===== src/rtl/nested_fsm_pkg.sv =====
// Shared types and codes for the hierarchical colour controller.
//   top_state_t   : top-level FSM states (BLUE, RED, HSV)
//   child_state_t : HSV sub-phase states (H, S, V)
//   CMD_*         : command codes carried on cmd
//   OUT_*         : output codes driven on out
//   ST_*          : state_o encoding; bit 2 marks "inside HSV"
package nested_fsm_pkg;

  typedef enum logic [1:0] {
    BLUE = 2'd0,
    RED  = 2'd1,
    HSV  = 2'd2
  } top_state_t;

  typedef enum logic [1:0] {
    H = 2'd0,
    S = 2'd1,
    V = 2'd2
  } child_state_t;

  localparam int unsigned CMD_HOLD   = 0;
  localparam int unsigned CMD_TOGGLE = 1;
  localparam int unsigned CMD_ENTER  = 2;
  localparam int unsigned CMD_EXIT   = 3;

  localparam int unsigned OUT_BLUE = 1;
  localparam int unsigned OUT_RED  = 2;
  localparam int unsigned OUT_H    = 2;
  localparam int unsigned OUT_S    = 3;
  localparam int unsigned OUT_V    = 0;

  localparam int unsigned STATE_O_W = 3;
  localparam logic [STATE_O_W-1:0] ST_BLUE = 3'd0;
  localparam logic [STATE_O_W-1:0] ST_RED  = 3'd1;
  localparam logic [STATE_O_W-1:0] ST_H    = 3'd4;
  localparam logic [STATE_O_W-1:0] ST_S    = 3'd5;
  localparam logic [STATE_O_W-1:0] ST_V    = 3'd6;

  // Child sequence H -> S -> V -> H.
  function automatic child_state_t next_child(input child_state_t c);
    case (c)
      H:       return S;
      S:       return V;
      default: return H;
    endcase
  endfunction

endpackage


===== src/rtl/dwell_timer.sv =====
// Dwell counter for the HSV sub-phases.
//   clk, rst_n : clock, async active-low reset
//   clr        : restart the count at 0 (HSV entry)
//   en         : count this cycle (controller is inside HSV)
//   expire     : current cycle is the last of a DWELL-cycle dwell
module dwell_timer #(
  parameter int unsigned DWELL = 4
) (
  input  logic clk,
  input  logic rst_n,
  input  logic clr,
  input  logic en,
  output logic expire
);

  localparam int unsigned CNT_W = $clog2(DWELL + 1);

  logic [CNT_W-1:0] cnt_q, cnt_d;

  // Count 0..DWELL-1 and wrap, so the count never exceeds DWELL-1.
  always_comb begin
    cnt_d  = cnt_q;
    expire = en && (cnt_q == CNT_W'(DWELL - 1));
    if (clr) begin
      cnt_d = '0;
    end else if (expire) begin
      cnt_d = '0;
    end else if (en) begin
      cnt_d = cnt_q + CNT_W'(1);
    end
  end

  always_ff @(posedge clk or negedge rst_n) begin
    if (!rst_n) cnt_q <= '0;
    else        cnt_q <= cnt_d;
  end

endmodule


===== src/rtl/nested_fsm_ctrl.sv =====
// Hierarchical colour controller: top FSM (BLUE/RED/HSV) with a timed
// H/S/V child FSM inside HSV and optional history on re-entry.
//   clk, rst_n : clock, async active-low reset
//   cmd_valid  : command present
//   cmd        : 0 HOLD, 1 TOGGLE, 2 ENTER, 3 EXIT; other codes ignored
//   cmd_ready  : command accepted this cycle when high
//   out        : registered output code
//   state_o    : registered state code (BLUE 0, RED 1, H 4, S 5, V 6)
//   cycle_done : one-cycle pulse after the V->H wrap
module nested_fsm_ctrl
  import nested_fsm_pkg::*;
#(
  parameter int unsigned CMD_W   = 2,
  parameter int unsigned OUT_W   = 2,
  parameter int unsigned DWELL   = 4,
  parameter int unsigned HISTORY = 0
) (
  input  logic                 clk,
  input  logic                 rst_n,
  input  logic                 cmd_valid,
  input  logic [CMD_W-1:0]     cmd,
  output logic                 cmd_ready,
  output logic [OUT_W-1:0]     out,
  output logic [STATE_O_W-1:0] state_o,
  output logic                 cycle_done
);

  top_state_t             top_q, top_d;
  child_state_t           child_q, child_d;
  child_state_t           hist_q, hist_d;
  logic [OUT_W-1:0]       out_q, out_d;
  logic [STATE_O_W-1:0]   state_o_q, state_o_d;
  logic                   cmd_ready_q, cmd_ready_d;
  logic                   cycle_done_q, cycle_done_d;

  logic accept, is_toggle, is_enter, is_exit;
  logic in_hsv, enter_acc, expire;

  assign accept    = cmd_valid && cmd_ready_q;
  assign is_toggle = accept && (cmd == CMD_W'(CMD_TOGGLE));
  assign is_enter  = accept && (cmd == CMD_W'(CMD_ENTER));
  assign is_exit   = accept && (cmd == CMD_W'(CMD_EXIT));
  assign in_hsv    = (top_q == HSV);
  assign enter_acc = is_enter && (top_q == RED);

  dwell_timer #(
    .DWELL (DWELL)
  ) u_dwell (
    .clk    (clk),
    .rst_n  (rst_n),
    .clr    (enter_acc),
    .en     (in_hsv),
    .expire (expire)
  );

  // Next-state for both FSM levels; EXIT takes priority over a dwell expiry.
  always_comb begin
    top_d        = top_q;
    child_d      = child_q;
    hist_d       = hist_q;
    cycle_done_d = 1'b0;
    case (top_q)
      BLUE: begin
        if (is_toggle) top_d = RED;
      end
      RED: begin
        if (is_toggle) begin
          top_d = BLUE;
        end else if (is_enter) begin
          top_d   = HSV;
          child_d = (HISTORY != 0) ? hist_q : H;
        end
      end
      HSV: begin
        if (is_exit) begin
          top_d  = RED;
          hist_d = child_q;
        end else if (expire) begin
          child_d      = next_child(child_q);
          cycle_done_d = (child_q == V);
        end
      end
      default: top_d = RED;
    endcase
    cmd_ready_d = (top_d == top_q);
  end

  // Outputs are registered from next-state, one cycle behind the command.
  always_comb begin
    state_o_d = ST_RED;
    out_d     = OUT_W'(OUT_RED);
    case (top_d)
      BLUE: begin
        state_o_d = ST_BLUE;
        out_d     = OUT_W'(OUT_BLUE);
      end
      HSV: begin
        case (child_d)
          H: begin
            state_o_d = ST_H;
            out_d     = OUT_W'(OUT_H);
          end
          S: begin
            state_o_d = ST_S;
            out_d     = OUT_W'(OUT_S);
          end
          default: begin
            state_o_d = ST_V;
            out_d     = OUT_W'(OUT_V);
          end
        endcase
      end
      default: begin
        state_o_d = ST_RED;
        out_d     = OUT_W'(OUT_RED);
      end
    endcase
  end

  always_ff @(posedge clk or negedge rst_n) begin
    if (!rst_n) begin
      top_q        <= RED;
      child_q      <= H;
      hist_q       <= H;
      out_q        <= OUT_W'(OUT_RED);
      state_o_q    <= ST_RED;
      cmd_ready_q  <= 1'b1;
      cycle_done_q <= 1'b0;
    end else begin
      top_q        <= top_d;
      child_q      <= child_d;
      hist_q       <= hist_d;
      out_q        <= out_d;
      state_o_q    <= state_o_d;
      cmd_ready_q  <= cmd_ready_d;
      cycle_done_q <= cycle_done_d;
    end
  end

  assign cmd_ready  = cmd_ready_q;
  assign out        = out_q;
  assign state_o    = state_o_q;
  assign cycle_done = cycle_done_q;

endmodule

===== config.mk =====
export PLATFORM = sky130hd
export DESIGN_NAME = nested_fsm_ctrl
export DESIGN_NICKNAME = d
export VERILOG_FILES = /design/src/rtl/nested_fsm_pkg.sv /design/src/rtl/dwell_timer.sv /design/src/rtl/nested_fsm_ctrl.sv
export SDC_FILE = /design/constraint.sdc
export NUM_CORES = 1
export LEC_CHECK = 0
export ABC_AREA = 1
export ABC_CLOCK_PERIOD_IN_PS = 1700
export BUFFER_PORTS_ARGS = -buffer_cell sky130_fd_sc_hd__buf_2
export CORE_MARGIN = 10
export CORE_UTILIZATION = 48
export DETAILED_ROUTE_END_ITERATION = 16
export PLACE_DENSITY_LB_ADDON = 0.12
export SLEW_MARGIN = 10
export SYNTH_ARGS = -nofsm -noshare
export SYNTH_HDL_FRONTEND = slang
export SYNTH_SLANG_ARGS = --single-unit

===== constraint.sdc =====
create_clock -name clk -period 1.7 [get_ports clk]
set_clock_uncertainty 0.15 [all_clocks]
set_input_delay 0.34 -clock clk [delete_from_list [all_inputs] [get_ports clk]]
set_output_delay 0.34 -clock clk [all_outputs]
set_load 0.005 [all_outputs]

# Word-level counts from Yosys, hierarchy flattened
# Cells that the tools add are included.
classes:
  n_addsub: 1
  n_reduce_logical: 11
  n_mux: 21
  n_eq_ne: 11
ops:
  columns: ["op", "n"]
  rows:
  - ["2-bit case mux with 2 select lines", 5]
  - ["2-bit 2-to-1 mux", 8]
  - ["2-bit == test (second input constant)", 5]
  - ["3-bit 2-to-1 mux", 3]
  - ["2-bit by 1-bit == test with 1-bit output (second input constant)", 4]
  - ["2-bit logical NOT", 4]
  - ["1-bit logical AND", 6]
  - ["2-bit case mux with 3 select lines", 1]
  - ["3-bit case mux with 2 select lines", 1]
  - ["3-bit by 1-bit adder with 3-bit output (second input constant)", 1]
  - ["3-bit by 2-bit == test with 1-bit output (second input constant)", 1]
  - ["1-bit 2-to-1 mux", 3]
  - ["3-bit nonzero test", 1]
  - ["2-bit == test", 1]
totals:
  ff_bits: 14
  wordCells: 51

# Longest topological paths before layout
# Gate-level depths: netlist of run 1.
logic_depth:
  depth_word: 8
  mapped_depth: 12
  mapped_depth_nobuf: 12

# Cells and area by module
# A second synthesis of run 1 with hierarchy kept.
hier_totals:
  cells_unflattened: 109
  area_unflattened_um2: 820.8
modules_own_cells:
  columns: ["module", "cells_per_inst", "area_each_um2", "instances", "seq_area_each_um2"]
  rows:
  - ["nested_fsm_ctrl", 89, 670.6, 1, 280.3]
  - ["dwell_timer", 20, 150.1, 1, 75.1]

# Least setup slack after synthesis of run 1
# No wires, ideal clock.
synth_path:
  path_type: "reg2reg"
  start: "reg top_q[0]"
  end: "reg out_q[0], in the netlist out[0]"
  path_slack_ns: -0.047
  arrival_ns: 1.480
  synth_period_minus_slack_ns: 1.747
  path_stages_with_launch: 10
  t_required_ns: 1.432
  cell_sequence: "dfstp_2 -> inv_1 -> ha_1 -> or2_2 -> nand2_1 -> o21ai_2 -> nand3_2 -> nor2_2 -> nand2_1 -> nand2_1"
synth_between:
  elab_chain_cells: 8
synth_lines:
  columns: ["item", "line", "rtl"]
  rows:
  - ["start: declaration", "nested_fsm_ctrl.sv:28", "top_state_t top_q, top_d;"]
  - ["start signal: assignment", "nested_fsm_ctrl.sv:130", "top_q <= top_d;"]
  - ["2-bit == test", "nested_fsm_ctrl.sv:43, nested_fsm_ctrl.sv:62", null]
  - ["1-bit logical AND", "dwell_timer.sv:23", "expire = en && (cnt_q == CNT_W'(DWELL - 1));"]
  - ["2-bit 2-to-1 mux", "nested_fsm_ctrl.sv:78", "end else if (expire) begin"]
  - ["2-bit 2-to-1 mux", "nested_fsm_ctrl.sv:75", "if (is_exit) begin"]
  - ["2-bit case mux with 2 select lines", "nested_fsm_ctrl.sv:62", "case (top_q)"]
  - ["2-bit by 1-bit == test with 1-bit output or 2-bit logical NOT (tied branches)", "nested_fsm_ctrl.sv:98", "case (child_d)"]
  - ["2-bit case mux with 2 select lines", "nested_fsm_ctrl.sv:98", null]
  - ["2-bit case mux with 2 select lines (*)", "nested_fsm_ctrl.sv:92", "case (top_d)"]
  - ["net out_d[0]", "nested_fsm_ctrl.sv:31", "logic [OUT_W-1:0] out_q, out_d;"]
  - ["end signal: assignment", "nested_fsm_ctrl.sv:125", "out_q <= OUT_W'(OUT_RED);"]
  - ["end signal: assignment", "nested_fsm_ctrl.sv:133", "out_q <= out_d;"]
  - ["end: declaration", "nested_fsm_ctrl.sv:31", null]
# The timed path passes the listed nets; every way through them passes the cells marked *.
# A chain may end at the register's enable or synchronous reset.

# Worst setup path after layout of run 1
layout_path:
  start: "reg top_q[0]"
  end: "reg out_q[0], in the netlist out[0]"
layout_rtl:
  columns: ["item", "line", "rtl"]
  rows:
  - ["2-bit 2-to-1 mux", "nested_fsm_ctrl.sv:69", "end else if (is_enter) begin"]
  - ["2-bit 2-to-1 mux", "nested_fsm_ctrl.sv:67", "if (is_toggle) begin"]
  - ["2-bit case mux with 3 select lines (*)", "nested_fsm_ctrl.sv:62", null]
  - ["net top_d[0]", "nested_fsm_ctrl.sv:28", null]
  - ["2-bit == test or 2-bit logical NOT (tied branches)", "nested_fsm_ctrl.sv:92", null]
  - ["2-bit case mux with 2 select lines (*)", "nested_fsm_ctrl.sv:92", null]
  - ["net out_d[0]", "nested_fsm_ctrl.sv:31", null]
# Marked as above.

==> metrics.csv, run 1 <==
metric,value,unit
status,completed,
end_kind,flip-flop,
dp_hpwl,1.36,mm
grt_pass1_vias,740,
critical-path-slowest-cell,dfstp_2,
first_pass_iters,4,
power.total,1720,uW
detail_route.wl_per_cell,13.1,um
io_pins,12,
max_freq,588,MHz
io_buffers,11,
core,1520,sq um
hold_path_class,in -> async,
peakVddDrop,0.992,mV
drv_cap,0,
path_class,reg -> reg,
synth_compound_area_share,5.71,%
fill_cells,107,
syn-cell-area,788,sq um
htreeDepth,1,
path_buf_inv,2,
rr_worst_depth,9,
regArea,355,sq um
worstMarginPinSlew,322,ps
crit_required,1770,ps
multi_input_area,434,sq um
initial_utilization,51.7,%
slew_headroom,78.6,%
cts_sinks,14,
die_w,60.5,um
cts_tree,done,
max_stage_delay,570,ps
die_y,60.5,um
drt-initial-drc-count,15,
timing.hold.ws,326,ps
final_max_slew_viol_count,0,
vias_per_cell,4.83,
antenna_found_initial,0,
seq_area_frac_synth,45.1,%
grt_start_max_net_pins,15,
yosys.cell_types.count,20,
period_minus_slack,1700,ps
crit_cells,9,
routed_wl,1.96,mm
rows,14,
path_clk_slew,90,ps
grt_first_pass_wirelength,3.05,mm
synth_simple_gate_area_share,32.2,%
final_common_cell,nand2_1,
ys_seq_elements,14,
crit_fanout,5,
critPathTopFamily,simple AND/OR/NAND/NOR gates,
tns,0,ps
worstPathArrival,1770,ps
routabilityCongestion,0.958,
grtUsageTotal,10.6,%
synth_nets,109,
insertion_delay,280,ps
syn_area_per_cell,7.96,sq um
cp-start-kind,flip-flop,
grt_setup_unrepaired,true,
final_area,1130,sq um
diodes,0,
synthAdderAreaFrac,7.94,%
fp.dieArea,3660,sq um
postPlaceCellArea,943,sq um
synth_top_family_by_area,simple AND/OR/NAND/NOR gates,
finalHoldViolCount,0,
synthMuxAreaShare,0,%
drc,0,
min_period_over_period,100,%
final_cell_mix,"nand2_1 (23), buf_4 (16), inv_1 (12)",
postSynthCellCount,99,
cts_buffer_depth,2,
globalRouteOverflowTotal,0,
yosys_warnings,0,
syn2layout_area_growth,43.3,%
power_density,1530,nW/um^2
cts_buffers,3,
worstPathCellList,"inv_4, ha_4, inv_4, a21oi_2, nor2_2, nand2_2, nor2_4, nand2_2, nand2_1",
vias,719,
drive_gt1_share,51.1,%
synth_xor_area_share,0,%
p_leak,0.000609,uW
postRouteAntennaNets,0,
setup_violations,0,
final_net_count,144,
root_buffer,clkbuf_4,
==> per-stage QoR <==
step | util [%] | worst slack, ps | std cells
floorplan | - | 2.84 | 99
global placement | 61.9 | -26.9 | 136
detailed placement | 61.9 | -66.1 | 136
CTS | 68.6 | -4.70 | 144
global route | 74.1 | -104 | 149
finish | 74.1 | 0.423 | 149
==> Yosys cell counts (all sizes together) <==
cell	number	area, sq um
a21oi	3	15.0
a22o	1	8.76
dfrtp	10	250
dfstp	4	105
ha	5	62.6
inv	19	71.3
nand2	31	124
nand3	8	50.1
nand4	2	12.5
nor2	11	56.3
nor3	1	5.00
o211ai	1	7.51
o21ai	2	13.8
or2	1	6.26
==> layer usage <==
metal  part of all wire, %  global-route usage (%)  vias up
li1                      -                       -      371
met5                     0                       0        -
met2                    53                    19.0       18
met3                   5.2                    2.51        7
met4                   1.8                    4.39        0
met1                    40                    11.7      323
==> cell type report <==
| class | count | share of cell area, % |
|---|---|---|
| Tap cell | 16 | 1.77 |
| Multi-Input combinational cell | 66 | 38.4 |
| Sequential cell | 14 | 31.5 |
| Timing Repair Buffer | 30 | 18.4 |
| Clock buffer | 4 | 3.21 |
| Inverter | 19 | 6.76 |
==> path summary, 6_finish.rpt <==
| path | startpoint | endpoint | slack (ps) |
|---|---|---|---|
| setup / recovery | top_q[0] | out[0] | 0.4 |
| min in group clk | child_q[0] | cycle_done | 350 |
| max in group asynchronous | rst_n | state_o[0] | 780 |
| setup reg to reg | top_q[0] | out[0] | 0.4 |
| hold reg to reg | child_q[0] | cycle_done | 350 |
| hold / removal | rst_n | top_q[1] | 330 |
==> cells by family (layout without fill, tap and decap cells) <==
kind of cell	count (synthesis)	in the layout
buf+inv	19	53
compound gates	7	7
simple gates	54	54
flops	14	14
fa+ha+maj	5	5
==> power breakdown <==
part | internal (uW) | total [uW] | leakage, uW | switching, uW
logic | 462 | 967 | 0.000412 | 504
clock network | 130 | 244 | 0.0000210 | 113
registers | 461 | 513 | 0.000176 | 51.6
==> flip-flops by register name, summed over array words and instances (netlist names) <==
name	cells
top_q	2
state_o	3
child_q	2
cmd_ready	1
out	2
u_dwell.cnt_q	3
cycle_done	1
==> worst register-to-register path: stages, from the launching register on <==
cell and delay, ps:
dfstp_2 570, inv_4 60, ha_4 190, inv_4 70, a21oi_2 40, nor2_2 160, nand2_2 130, nor2_4 150
nand2_2 70, nand2_1 60
==> timing repair <==
action                                  4_1_cts  5_1_grt
hold buffers                                  1        0
resized for setup                             8       14
gates cloned                                  0        0
endpoints found under the hold margin        10        0
endpoints found under the setup margin        5        8
pin swaps                                    10       10
setup buffers                                 3        5
(Power assumes the default switching activity.)
==> run 2: changes to the inputs <==
- ABC_AREA: 1 -> 0
- CTS_CLUSTER_SIZE: default -> 8
- PLACE_DENSITY: default -> 0.78
- PLACE_DENSITY_LB_ADDON: 0.12 -> default
==> run 2 against run 1 <==
Against the previous run:
- the run now ends with negative setup slack left
- final cell count decreased by 17%
- flip-flop and latch count unchanged
- worst setup slack got worse by 170 ps
- synthesized area decreased by 1.3%
- via count decreased by 0.28%
- non-clock buffer count increased by 4
- critical path depth decreased by 2
- sequential share of layout area decreased by 1.3 points
- hold slack improved by 15 ps
- core utilization increased by 3.5 points
- clock power decreased by 19%
- wire length increased by 19%
==> metrics.csv, run 2 <==
metric,value,unit,change
drv_cap,0,,unchanged
routed_wl,2.33,mm,+19%
io_pins,12,,unchanged
cts_sinks,14,,unchanged
max_stage_delay,590,ps,+20 ps
initial_utilization,51.1,%,-0.66 points
path_buf_inv,3,,+1
end_kind,flip-flop,,
root_buffer,clkbuf_4,,
crit_fanout,5,,unchanged
worstPathCellList,"buf_6, ha_4, buf_4, a21oi_1, nor3_4, inv_2, nor3_2",,
seq_area_frac_synth,45.7,%,+0.58 points
synth_top_area_share,32.2,%,+0.41 points
ys.flop_type,dfrtp_1,,
rr_worst_depth,7,,-2
die_w,60.3,um,-0.43%
dp.cells,109,,-20%
yosys_warnings,0,,unchanged
detail_route.wl_per_cell,18.8,um,+43%
globalRouteOverflowTotal,0,,unchanged
diodes,0,,unchanged
violations,negative setup slack,,
rrSetupSlack,-170,ps,-170 ps
final_cell_mix,"buf_4 (19), buf_2 (11), dfrtp_1 (9)",,
worstPathArrival,1920,ps,+150 ps
syn2layout_area_growth,52.1,%,
status,finished with violations,,
max_freq,536,MHz,-8.9%
power.total,1840,uW,+6.8%
fp.dieArea,3630,sq um,-0.86%
pre_cts_slack,-130,ps,-63.6 ps
worstSetupStartpoint,top_q[0],,
postRouteAntennaNets,0,,unchanged
path_clk_slew,90,ps,about the same
peakVddDrop,1.09,mV,+10%
final_common_cell,buf_4,,
rows,14,,unchanged
syn_area_per_cell,10.8,sq um,+36%
cp-start-kind,flip-flop,,
antenna_found_initial,0,,unchanged
syn-cell-area,778,sq um,-1.3%
timing.rr.end,state_o[1],,
crit_required,1750,ps,-20 ps
final_net_count,120,,-17%
cts_tree,done,,
hold_path_class,in -> async,,
grt_start_max_net_pins,15,,unchanged
htreeDepth,1,,unchanged
insertion_delay,280,ps,about the same
first_pass_iters,4,,unchanged
synth_nets,82,,-25%
grt_setup_unrepaired,true,,
vias,717,,-0.28%
grtUsageTotal,10.5,%,-0.12 points
critical-path-slowest-cell,dfstp_2,,
postSynthCellCount,72,,-27%
cts_buffers,3,,unchanged
die_y,60.3,um,-0.43%
critPathTopFamily,flip-flops,,
yosys.area.top_type,dfrtp_1,,
core,1520,sq um,unchanged
dp_hpwl,1.27,mm,-6.0%
grt_pass1_vias,652,,-12%
drive_gt1_share,59.3,%,+8.1 points
p_leak,0.000534,uW,-12%
synth-edff-count,0,,unchanged
path_class,reg -> reg,,
power_density,1550,nW/um^2,+1.9%
final_max_slew_viol_count,0,,unchanged
grt_first_pass_wirelength,2.85,mm,-6.6%
vias_per_cell,5.78,,+20%
async_flop_share,100,%,unchanged
reg2reg_from,top_q[0],,
setup_violations,11,,+11
netlist_top_cells_area,"dfrtp_1 (32%), dfstp_2 (14%), ha_1 (8.0%)",,
finalHoldViolCount,0,,unchanged
yosys.cell_types.count,35,,+75%
slew_headroom,76.2,%,-2.4 points
drt-initial-drc-count,11,,-4
fill_cells,86,,-20%
tns,-1020,ps,-1020 ps
timing.hold.ws,341,ps,+14.6 ps
routabilityCongestion,0.884,,-7.6%
ys_seq_elements,14,,unchanged
worstMarginPinSlew,354,ps,+32.2 ps
synth_commonest_cells,"dfrtp_1 (10), a21oi_1 (6), inv_1 (6), ha_1 (5), nand2_1 (5)",,
cts_buffer_depth,2,,unchanged
drc,0,,unchanged
finalWorstSetupSlack,-166,ps,-166 ps
stdcell_count,124,,-17%
period_minus_slack,1870,ps,+166 ps
io_buffers,11,,unchanged
synth_most_common_cell,dfrtp_1,,
min_period_over_period,110,%,+9.8 points
-- run 2: changes by cell type in the layout (fill, tap and decap cells not counted), moves of 3 or more --
| cell | delta |
|---|---|
| a21oi_1 | +3 |
| buf_4 | +3 |
| inv_1 | -9 |
| inv_2 | -3 |
| nand2_1 | -19 |
| nand2_2 | -7 |
| nand3_1 | -5 |
| nor2_2 | -3 |
-- run 2: final cells by class --
class | instances | area [sq um] | share of cell area (%)
repair buffers | 34 | 241 | 20.4
well taps | 16 | 20.0 | 1.69
inverters | 6 | 25.0 | 2.11
clock buffers | 3 | 22.5 | 1.90
multi-input cells | 51 | 518 | 43.8
flip-flops and latches | 14 | 357 | 30.1
-- run 2: how the worst max path moves through the flow --
stage,slack (ps),endpoint,cells after the start
finish,-170,state_o[1],7
global route,-230,cmd_ready,7
CTS,-110,out[0],7
detailed placement,-130,out[0],7
global placement,-90,out[0],7
floorplan,-10,out[0],7
-- run 2: where the power goes --
group          switching (uW)  internal, uW
logic                     518           550
registers                93.9           480
clock network             116          82.3
-- run 2: through the flow --
| stage | util, % | cell area (sq um) |
|---|---|---|
| 6_report | 77.7 | 1180 |
| 5_1_grt | 77.7 | 1180 |
| 4_1_cts | 69.4 | 1060 |
| 3_5_place_dp | 62.3 | 950 |
| 3_3_place_gp | 62.3 | 950 |
| 2_1_floorplan | - | 803 |
-- run 2: cells by family after synthesis --
| family | after synthesis | share of synthesized area, % |
|---|---|---|
| and+or+nand+nor | 26 | 23.0 |
| AOI/OAI and AO/OA | 16 | 15.1 |
| DFF | 14 | 45.7 |
| buffers and inverters | 7 | 3.54 |
| adders and majority gates | 5 | 8.04 |
| xor gates and xnor gates | 3 | 3.38 |
| muxes | 1 | 1.29 |
-- run 2: metal layers --
layer	wire length (um)	track usage (%)	vias to the layer above
li1	-	-	332
met1	945	10.5	356
met2	1230	17.4	23
met3	108	3.81	6
met4	51	7.69	0
met5	0	0	-
-- run 2: timing repair --
item	4_1_cts	5_1_grt
hold endpoints to repair	10	0
resized for setup	6	17
endpoints found under the setup margin	6	12
hold buffers	1	0
setup buffers	5	6
pin swaps	6	13
==> run 3: changes to the inputs <==
- CORE_UTILIZATION: 48 -> 49
- PLACE_DENSITY: 0.78 -> 0.79
- SYNTH_HIERARCHICAL: default -> 1
==> run 3 against run 2 <==
Against the previous run:
- synthesized cell count is 14% higher
- count of clock-buffer cells in the layout is 1 higher
- combinational power is 29% lower
- core utilization is 0.38 points lower
- the run still ends with negative setup slack left
==> metrics.csv, run 3 <==
metric,value,unit,change
reg2reg_from,top_q[0],,
vias_per_cell,5.88,,+1.8%
yosys.area.top_type,dfrtp_1,,
ys.flop_type,dfrtp_1,,
rrSetupSlack,-120,ps,+40 ps
power.total,1520,uW,-18%
peakVddDrop,0.767,mV,-30%
synth_nets,92,,+12%
async_flop_share,100,%,unchanged
vias,765,,+6.7%
path_buf_inv,1,,-2
cts_buffer_depth,2,,unchanged
hold_path_class,in -> async,,
ys_seq_elements,14,,unchanged
cts_tree,done,,
max_stage_delay,600,ps,about the same
max_freq,548,MHz,+2.2%
final_net_count,125,,+4.2%
synth_most_common_cell,dfrtp_1,,
slew_headroom,75.9,%,-0.29 points
power_density,1260,nW/um^2,-19%
fin_util,77.3,%,-0.38 points
min_period_over_period,107,%,-2.4 points
worstPathArrival,1910,ps,about the same
grt_start_max_net_pins,15,,unchanged
seq_area_frac_synth,42.8,%,-2.8 points
synth-edff-count,0,,unchanged
grt_setup_unrepaired,true,,
drive_gt1_share,50.0,%,-9.3 points
cp-start-kind,flip-flop,,
postPlaceCellArea,1040,sq um,+9.1%
timing.rr.end,out[1],,
die_y,61.1,um,+1.5%
drc,0,,unchanged
io_pins,12,,unchanged
final_common_cell,buf_4,,
postRouteAntennaNets,0,,unchanged
final_max_slew_viol_count,0,,unchanged
globalRouteOverflowTotal,0,,unchanged
initial_utilization,53.2,%,+2.1 points
finalHoldViolCount,0,,unchanged
p_leak,0.000554,uW,+3.8%
core,1560,sq um,+2.3%
cts_sinks,14,,unchanged
detail_route.wl_per_cell,16.8,um,-11%
path_clk_slew,90,ps,about the same
rr_worst_depth,7,,unchanged
worstPathCellList,"inv_4, ha_4, nand2_4, nor2_4, and2_4, a221oi_4, a21o_1",,
violations,negative setup slack,,
io_buffers,11,,unchanged
final_area,1200,sq um,+1.8%
grt_pass1_vias,747,,+15%
critPathTopFamily,flip-flops,,
antenna_found_initial,0,,unchanged
drt-initial-drc-count,19,,+8
critical-path-slowest-cell,dfstp_2,,
postSynthCellCount,82,,+14%
netlist_top_cells_area,"dfrtp_1 (30%), dfstp_2 (13%), ha_1 (7.5%)",,
routabilityCongestion,0.820,,-7.3%
worstSetupStartpoint,top_q[0],,
grtUsageTotal,12.2,%,+1.7 points
syn_area_per_cell,10.1,sq um,-6.4%
diodes,0,,unchanged
crit_fanout,7,,+2
rows,14,,unchanged
root_buffer,clkbuf_4,,
dp.cells,121,,+11%
syn-cell-area,830,sq um,+6.6%
grt_first_pass_wirelength,3.47,mm,+22%
status,finished with violations,,
setup_violations,9,,-2
worstMarginPinSlew,361,ps,+7.04 ps
stdcell_count,130,,+4.8%
final_cell_mix,"buf_4 (14), buf_2 (11), dfrtp_1 (10)",,
synth_top_area_share,30.2,%,-2.0 points
crit_required,1780,ps,+30 ps
drv_cap,0,,unchanged
first_pass_iters,4,,unchanged
dp_hpwl,1.55,mm,+22%
yosys_warnings,6,,+6
cts_buffers,3,,unchanged
yosys.cell_types.count,37,,+5.7%
die_w,61.1,um,+1.5%
htreeDepth,1,,unchanged
finalWorstSetupSlack,-125,ps,+41.0 ps
syn2layout_area_growth,45.2,%,
synth_commonest_cells,"dfrtp_1 (10), nor2_1 (6)",,
period_minus_slack,1820,ps,-41.0 ps
routed_wl,2.19,mm,-6.2%
fp.dieArea,3740,sq um,+2.9%
end_kind,flip-flop,,
path_class,reg -> reg,,
insertion_delay,280,ps,about the same
## run 3: power breakdown
part	switching, uW	internal, uW
sequential	65.0	452
clock	108	130
combinational	374	387
## run 3: through the flow
step                      worst slack (ps)  hold slack [ps]  TNS [ps]
final                                 -125              326      -631
after CTS                             -118              319      -545
after detailed placement              -152             97.0      -697
after global placement               -94.7             94.2      -245
after floorplan                      -64.8             -106      -142
after global routing                  -176              349     -1230
## run 3: worst reg2reg max path, cell delays in order (launching register included)
cell and delay [ps]:
dfstp_2 600, inv_4 70, ha_4 200, nand2_4 80, nor2_4 40, and2_4 180, a221oi_4 290, a21o_1 160
## run 3: cell type report
cell class,instances,area (sq um)
Tap cell,16,20.0
Sequential cell,14,355
Timing Repair Buffer,29,204
Inverter,6,27.5
Fill cell,99,354
Multi-Input combinational cell,61,562
Clock buffer,4,36.3
## run 3: routing by layer
layer	GRT usage (%)	part of all wire (%)	up-vias
met2	21.0	50	23
met5	0	0	-
met3	3.91	6.4	0
met1	15.0	44	370
met4	0.977	0	0
li1	-	-	372
## run 3: worst max-delay path by stage
stage | to | slack (ps) | depth (start not counted)
after CTS | out[1] | -120 | 7
final | out[1] | -120 | 7
after global placement | state_o[0] | -90 | 6
after floorplan | state_o[0] | -60 | 6
after detailed placement | state_o[0] | -150 | 6
after global routing | out[1] | -180 | 7
## run 3: timing repair
action | CTS | global route
hold buffers | 1 | 0
pin swaps | 10 | 7
endpoints found under the hold margin | 10 | 0
gates resized for setup | 17 | 3
setup endpoints to repair | 7 | 10
setup buffers | 3 | 1
## run 3: logic make-up after synthesis
kind of cell | after synthesis | share of synthesized area [%]
AND/OR/NAND/NOR | 33 | 24.6
flip-flops | 14 | 42.8
adder cells (fa/ha/maj) | 5 | 7.54
AO/OA/AOI/OAI | 23 | 21.7
buffers and inverters | 7 | 3.32
